[src/rtl/router_input_unit.sv]
// Router input port: flit FIFO, head-flit route computation and wormhole port lock.
// reqs is combinational from the FIFO head and the lock state; a departure is any granted request.
//
// state  | meaning
// IDLE   | no packet in flight; head flit requests its own computed route
// LOCKED | packet body in flight; every flit requests lock_port until the tail departs
module router_input_unit #(
    parameter int p_router_id    = 0,
    parameter int p_num_routers  = 8,
    parameter int p_msg_nbits    = 32,
    parameter int p_dest_lsb     = 0,
    parameter int p_depth        = 4,
    parameter int p_num_ports    = 3,
    parameter int p_term_port    = 1,
    parameter int p_default_port = 0,
    parameter int p_route_mode   = 0
) (
    input  logic                       clk,
    input  logic                       reset,
    input  logic                       in_val,
    output logic                       in_rdy,
    input  logic [p_msg_nbits-1:0]     in_msg,
    input  logic                       in_tail,
    output logic [p_msg_nbits-1:0]     out_msg,
    output logic                       out_tail,
    output logic [p_num_ports-1:0]     reqs,
    input  logic [p_num_ports-1:0]     grants,
    output logic [$clog2(p_depth):0]   count
);
    localparam int c_dest_nbits = (p_num_routers > 1) ? $clog2(p_num_routers) : 1;
    localparam int c_cnt_nbits  = $clog2(p_depth) + 1;
    localparam int c_ptr_nbits  = $clog2(p_depth);
    localparam int c_port_nbits = (p_num_ports > 1) ? $clog2(p_num_ports) : 1;

    localparam logic [0:0] IDLE   = 1'b0;
    localparam logic [0:0] LOCKED = 1'b1;

    localparam logic [c_dest_nbits:0]   c_id      = (c_dest_nbits+1)'(p_router_id);
    localparam logic [c_dest_nbits:0]   c_n       = (c_dest_nbits+1)'(p_num_routers);
    localparam logic [c_port_nbits-1:0] c_term    = c_port_nbits'(p_term_port);
    localparam logic [c_port_nbits-1:0] c_default = c_port_nbits'(p_default_port);
    localparam logic [c_port_nbits-1:0] c_east    = c_port_nbits'(2);
    localparam logic [c_cnt_nbits-1:0]  c_full    = c_cnt_nbits'(p_depth);

    logic [p_msg_nbits:0]      mem [p_depth];
    logic [c_ptr_nbits-1:0]    wr_ptr;
    logic [c_ptr_nbits-1:0]    rd_ptr;
    logic                      enq;
    logic                      deq;
    logic                      empty;

    logic [0:0]                state;
    logic [c_port_nbits-1:0]   lock_port;
    logic [c_port_nbits-1:0]   route;
    logic [c_port_nbits-1:0]   sel_port;
    logic [c_dest_nbits-1:0]   dest;
    logic [c_dest_nbits:0]     dest_w;
    logic [c_dest_nbits:0]     cw;
    logic [c_dest_nbits:0]     ccw;

    // in_rdy is gated by reset itself so it drops the moment reset asserts.
    assign in_rdy = reset & (count != c_full);
    assign enq    = in_val & in_rdy;
    assign empty  = (count == '0);
    assign deq    = |(reqs & grants);
    assign {out_tail, out_msg} = mem[rd_ptr];

    always_ff @(posedge clk) begin
        if (enq) begin
            mem[wr_ptr] <= {in_tail, in_msg};
        end
    end

    always_ff @(posedge clk or negedge reset) begin
        if (!reset) begin
            wr_ptr <= '0;
            rd_ptr <= '0;
            count  <= '0;
        end else begin
            if (enq) wr_ptr <= wr_ptr + 1'b1;
            if (deq) rd_ptr <= rd_ptr + 1'b1;
            case ({enq, deq})
                2'b10:   count <= count + 1'b1;
                2'b01:   count <= count - 1'b1;
                default: count <= count;
            endcase
        end
    end

    assign dest = out_msg[p_dest_lsb +: c_dest_nbits];

    // Ring distances kept one bit wider so dest + N - id cannot overflow.
    always_comb begin
        dest_w = {1'b0, dest};
        cw     = (dest_w >= c_id) ? (dest_w - c_id) : (dest_w + c_n - c_id);
        ccw    = (c_id >= dest_w) ? (c_id - dest_w) : (c_id + c_n - dest_w);
        if (dest_w == c_id) begin
            route = c_term;
        end else if (p_route_mode == 0) begin
            route = c_default;
        end else if (cw <= ccw) begin
            route = c_east;
        end else begin
            route = '0;
        end
    end

    assign sel_port = (state == LOCKED) ? lock_port : route;

    always_comb begin
        reqs = '0;
        if (!empty) begin
            reqs[sel_port] = 1'b1;
        end
    end

    always_ff @(posedge clk or negedge reset) begin
        if (!reset) begin
            state     <= IDLE;
            lock_port <= '0;
        end else if (deq) begin
            case (state)
                IDLE: begin
                    if (!out_tail) begin
                        state     <= LOCKED;
                        lock_port <= route;
                    end
                end
                LOCKED: begin
                    if (out_tail) state <= IDLE;
                end
                default: state <= IDLE;
            endcase
        end
    end
endmodule

[config.mk]
export PLATFORM = sky130hd
export DESIGN_NAME = router_input_unit
export DESIGN_NICKNAME = d
export VERILOG_FILES = /design/src/rtl/router_input_unit.sv
export SDC_FILE = /design/constraint.sdc
export NUM_CORES = 1
export LEC_CHECK = 0
export CORE_MARGIN = 3
export CORE_UTILIZATION = 54
export CTS_CLUSTER_SIZE = 28
export DETAILED_ROUTE_END_ITERATION = 8
export PLACE_DENSITY = 0.91
export SYNTH_ARGS = -nofsm -noshare
export SYNTH_HDL_FRONTEND = slang
export SYNTH_SLANG_ARGS = --single-unit
[constraint.sdc]
create_clock -name clk -period 3.57 [get_ports clk]
set_input_delay 0.714 -clock clk [delete_from_list [all_inputs] [get_ports clk]]
set_output_delay 0.714 -clock clk [all_outputs]
set_load 0.01 [all_outputs]
==> impl_results.md <==
* Vert. Die Dim at 106 um
* Worst path arrival time at 2720 ps
* Post-synth cell types at 33
* Deepest clock path buffer count at 2
* Family with the most delay on the worst path: multiplexers
* Pwr dens at 802 nW/um^2
* Count of final max-slew check failures at 0
* Setup Slack @ Placement at 602 ps
* Number of DRC markers in iteration 0 at 146
* Number of cells in the design after placement at 445
* Multi-input gate area in the final layout at 1130 um^2
* Crit path buf inv count at 1
* Post-CTS Hold Buffers at 0
* DP Area at 6380 um^2
* Routability cong. at 0.758
* Share of Yosys cell area claimed by the top area cell type at 0.736
* Max-cap violations at 0
* Setup violation total in the final timing report at 0
* # port buffers at 76
* Latest clock arrival within the worst-skew pair at 510 ps
* Clock Sink Count at 141
* Critical-path maximum fanout at 9
* Most used flip-flop cell after synthesis: sky130_fd_sc_hd__edfxtp_1
* Relative slew slack at 0.638
* Minimum clock period at 3430 ps
* Register cell area after layout at 4190 um^2
* Initial Utilization at 0.569
* Area of all placed cells without fillers at 6960 um^2
* Clk pin slew, worst setup/hold paths at 60 ps
* Clock tree skew after final layout at 7.36 ps
* Data required time of the critical path at 2860 ps
* Nature of the critical path endpoint: primary output
* Die area at 11,200 um^2
* Number of synthesized register bits at 141
* Status: completed
* Critical path type: reg2out
* Post-synth top area cell: sky130_fd_sc_hd__edfxtp_1
* Number of synthesized flops with an enable pin at 132
* Sequential-to-total area share from yosys stat at 0.778
* Synth area leaders: sky130_fd_sc_hd__edfxtp_1 (74%), sky130_fd_sc_hd__mux4_2 (14%), sky130_fd_sc_hd__dfrtp_1 (4.2%)
* Remaining global-route overflow at 0
* Per-instance average area after synthesis at 22.3 um^2
* Launching element type of the critical path: register
* Htree depth at 4
* P&R area growth vs syn at 29.4%
* TritonCTS clock tree: built
* Class of the tightest hold or removal check: in2async
* CTS buffer count at 17
* Final antenna diode count at 0
* Post-route setup TNS at 0 ps
* Total routed wirelength at 10,100 um
* Fill cells at 546
* Fmax at 291 MHz
* Post-route ant nets at 0
* Yosys warning total at 0
* Commonest non-fill, non-tap cells in the layout: sky130_fd_sc_hd__edfxtp_1 (132), sky130_fd_sc_hd__clkdlybuf4s50_1 (76), sky130_fd_sc_hd__mux4_2 (33)
* Floorplan die width at 106 um
* Area of the core at 9460 um^2
* Instance count of the mapped netlist at 241
* Final critical-path share of the clock period at 0.962
* Non-filler cells, final at 480
* Final routed DRC violation total at 0
* Pre-antenna DRT Iters at 4
* Total count of hold-check failures in the final report at 0
* Slowest stage delay, CP at 570 ps
* Maximum number of pins on one net before global-route repair at 22
* Most common library cell in the layout ignoring fill and taps: sky130_fd_sc_hd__edfxtp_1
* Post-Syn Nets at 286
* Share of cells above drive strength 1 at 0.248
* Average via count per standard cell at 5.63
* Root buffer cell: sky130_fd_sc_hd__clkbuf_8
* Largest voltage drop on the vdd net at 0.000510 V
* Worst path cell trace: mux4_2 -> o41a_1 -> nor2_1 -> clkdlybuf4s50_1
* Via count of the first global-routing pass at 2,953
* Post-synthesis instance area at 5380 um^2
* Library cell contributing the largest single delay on the critical path: sky130_fd_sc_hd__mux4_2
* Final WS setup at 137 ps
* DP Wirelength at 6280 um
* Net total in the final layout at 383
* Slew at the pin with the worst max-slew slack at 540 ps
* Total number of vias at 2,704
* LEAKAGE at 0.00235 uW
* Number of rows created at floorplan at 35
* Post-synthesis async set-or-reset flop share at 0.0638
* Ports placed on the boundary at 79
* Hold WS at 525 ps
* Routed wire length per instance at 20.9 um
* First-pass GRT wire length at 15,900 um
* Initial antenna violation count at 0
* Total GRT Usage at 0.195
path summary, 6_finish.rpt:
path                                             from               endpoint  slack [ps]  cells after the start
worst max-delay path            rd_ptr[0]$_DFFE_PN0N_                reqs[1]         140                      4
worst min-delay path                            reset  wr_ptr[1]$_DFFE_PN0P_         530                      2
worst max register to register  rd_ptr[0]$_DFFE_PN0N_   count[2]$_DFFE_PN0P_         570                     10
worst min register to register   count[2]$_DFFE_PN0P_   count[2]$_DFFE_PN0P_         530                      1
max in group asynchronous                       reset  rd_ptr[1]$_DFFE_PN0N_        2890                      2
min in group clk                 count[2]$_DFFE_PN0P_   count[2]$_DFFE_PN0P_         530                      1
flip-flops by register name, indices dropped and copies added, names as in the netlist:
signal / flops
lock_port: 1
rd_ptr: 2
wr_ptr: 2
mem: 132
state: 1
count: 3
stage by stage:
| stage | power (uW) | util |
|---|---|---|
| global route | 5840 | 0.736 |
| floorplan | 3150 | - |
| finish | 5580 | 0.736 |
| detailed placement | 3980 | 0.675 |
| CTS | 5620 | 0.734 |
| global placement | 3920 | 0.675 |
power breakdown:
| group | switching (uW) | internal [uW] |
|---|---|---|
| Combinational | 780 | 1010 |
| Clock | 731 | 891 |
| Sequential | 134 | 2040 |
| Total | 1650 | 3940 |
repair_timing:
| action | CTS | global route |
|---|---|---|
| setup buffers | 0 | 3 |
| setup endpoints to repair | 0 | 1 |
| gates resized for setup | 0 | 0 |
kinds of logic (layout without fill, tap and decap cells):
kind of cell    count (synthesis)  in the layout  share of synthesized area
flops                         141            141                      0.778
mux                            38             38                      0.149
simple gates                   24             24                     0.0225
buf+inv                        17            127                     0.0135
compound gates                  9              9                     0.0130
fa+ha+maj                       6              6                     0.0153
xor+xnor                        5              5                    0.00814
other cells                     1              1                   0.000697
final cells by class:
cell class / instances / area share
flip-flops and latches: 141 / 0.602
multi-input cells: 83 / 0.162
repair buffers: 88 / 0.129
clock buffers: 17 / 0.0595
well taps: 129 / 0.0232
clock inverters: 15 / 0.0205
inverters: 7 / 0.00377
metal layers:
metal / vias to the layer above / track usage / wire (um) / share of wire
met5: - / 0 / 0 / 0
met4: 0 / 0.0823 / 173 / 0.017
met3: 14 / 0.0527 / 618 / 0.061
met2: 109 / 0.328 / 5450 / 0.54
met1: 1392 / 0.242 / 3820 / 0.38
li1: 1189 / - / - / -
cells in the mapped netlist, types with 3 or more instances:
cell,number
sky130_fd_sc_hd__ha_1,5
sky130_fd_sc_hd__nand2_1,5
sky130_fd_sc_hd__and3_1,4
sky130_fd_sc_hd__nor2_1,6
sky130_fd_sc_hd__edfxtp_1,132
sky130_fd_sc_hd__inv_1,5
sky130_fd_sc_hd__mux2i_1,3
sky130_fd_sc_hd__xor2_1,3
sky130_fd_sc_hd__dfrtp_1,9
sky130_fd_sc_hd__clkbuf_1,5
sky130_fd_sc_hd__buf_2,4
sky130_fd_sc_hd__mux4_2,33
Note: power is estimated with default switching activity, not from simulation.
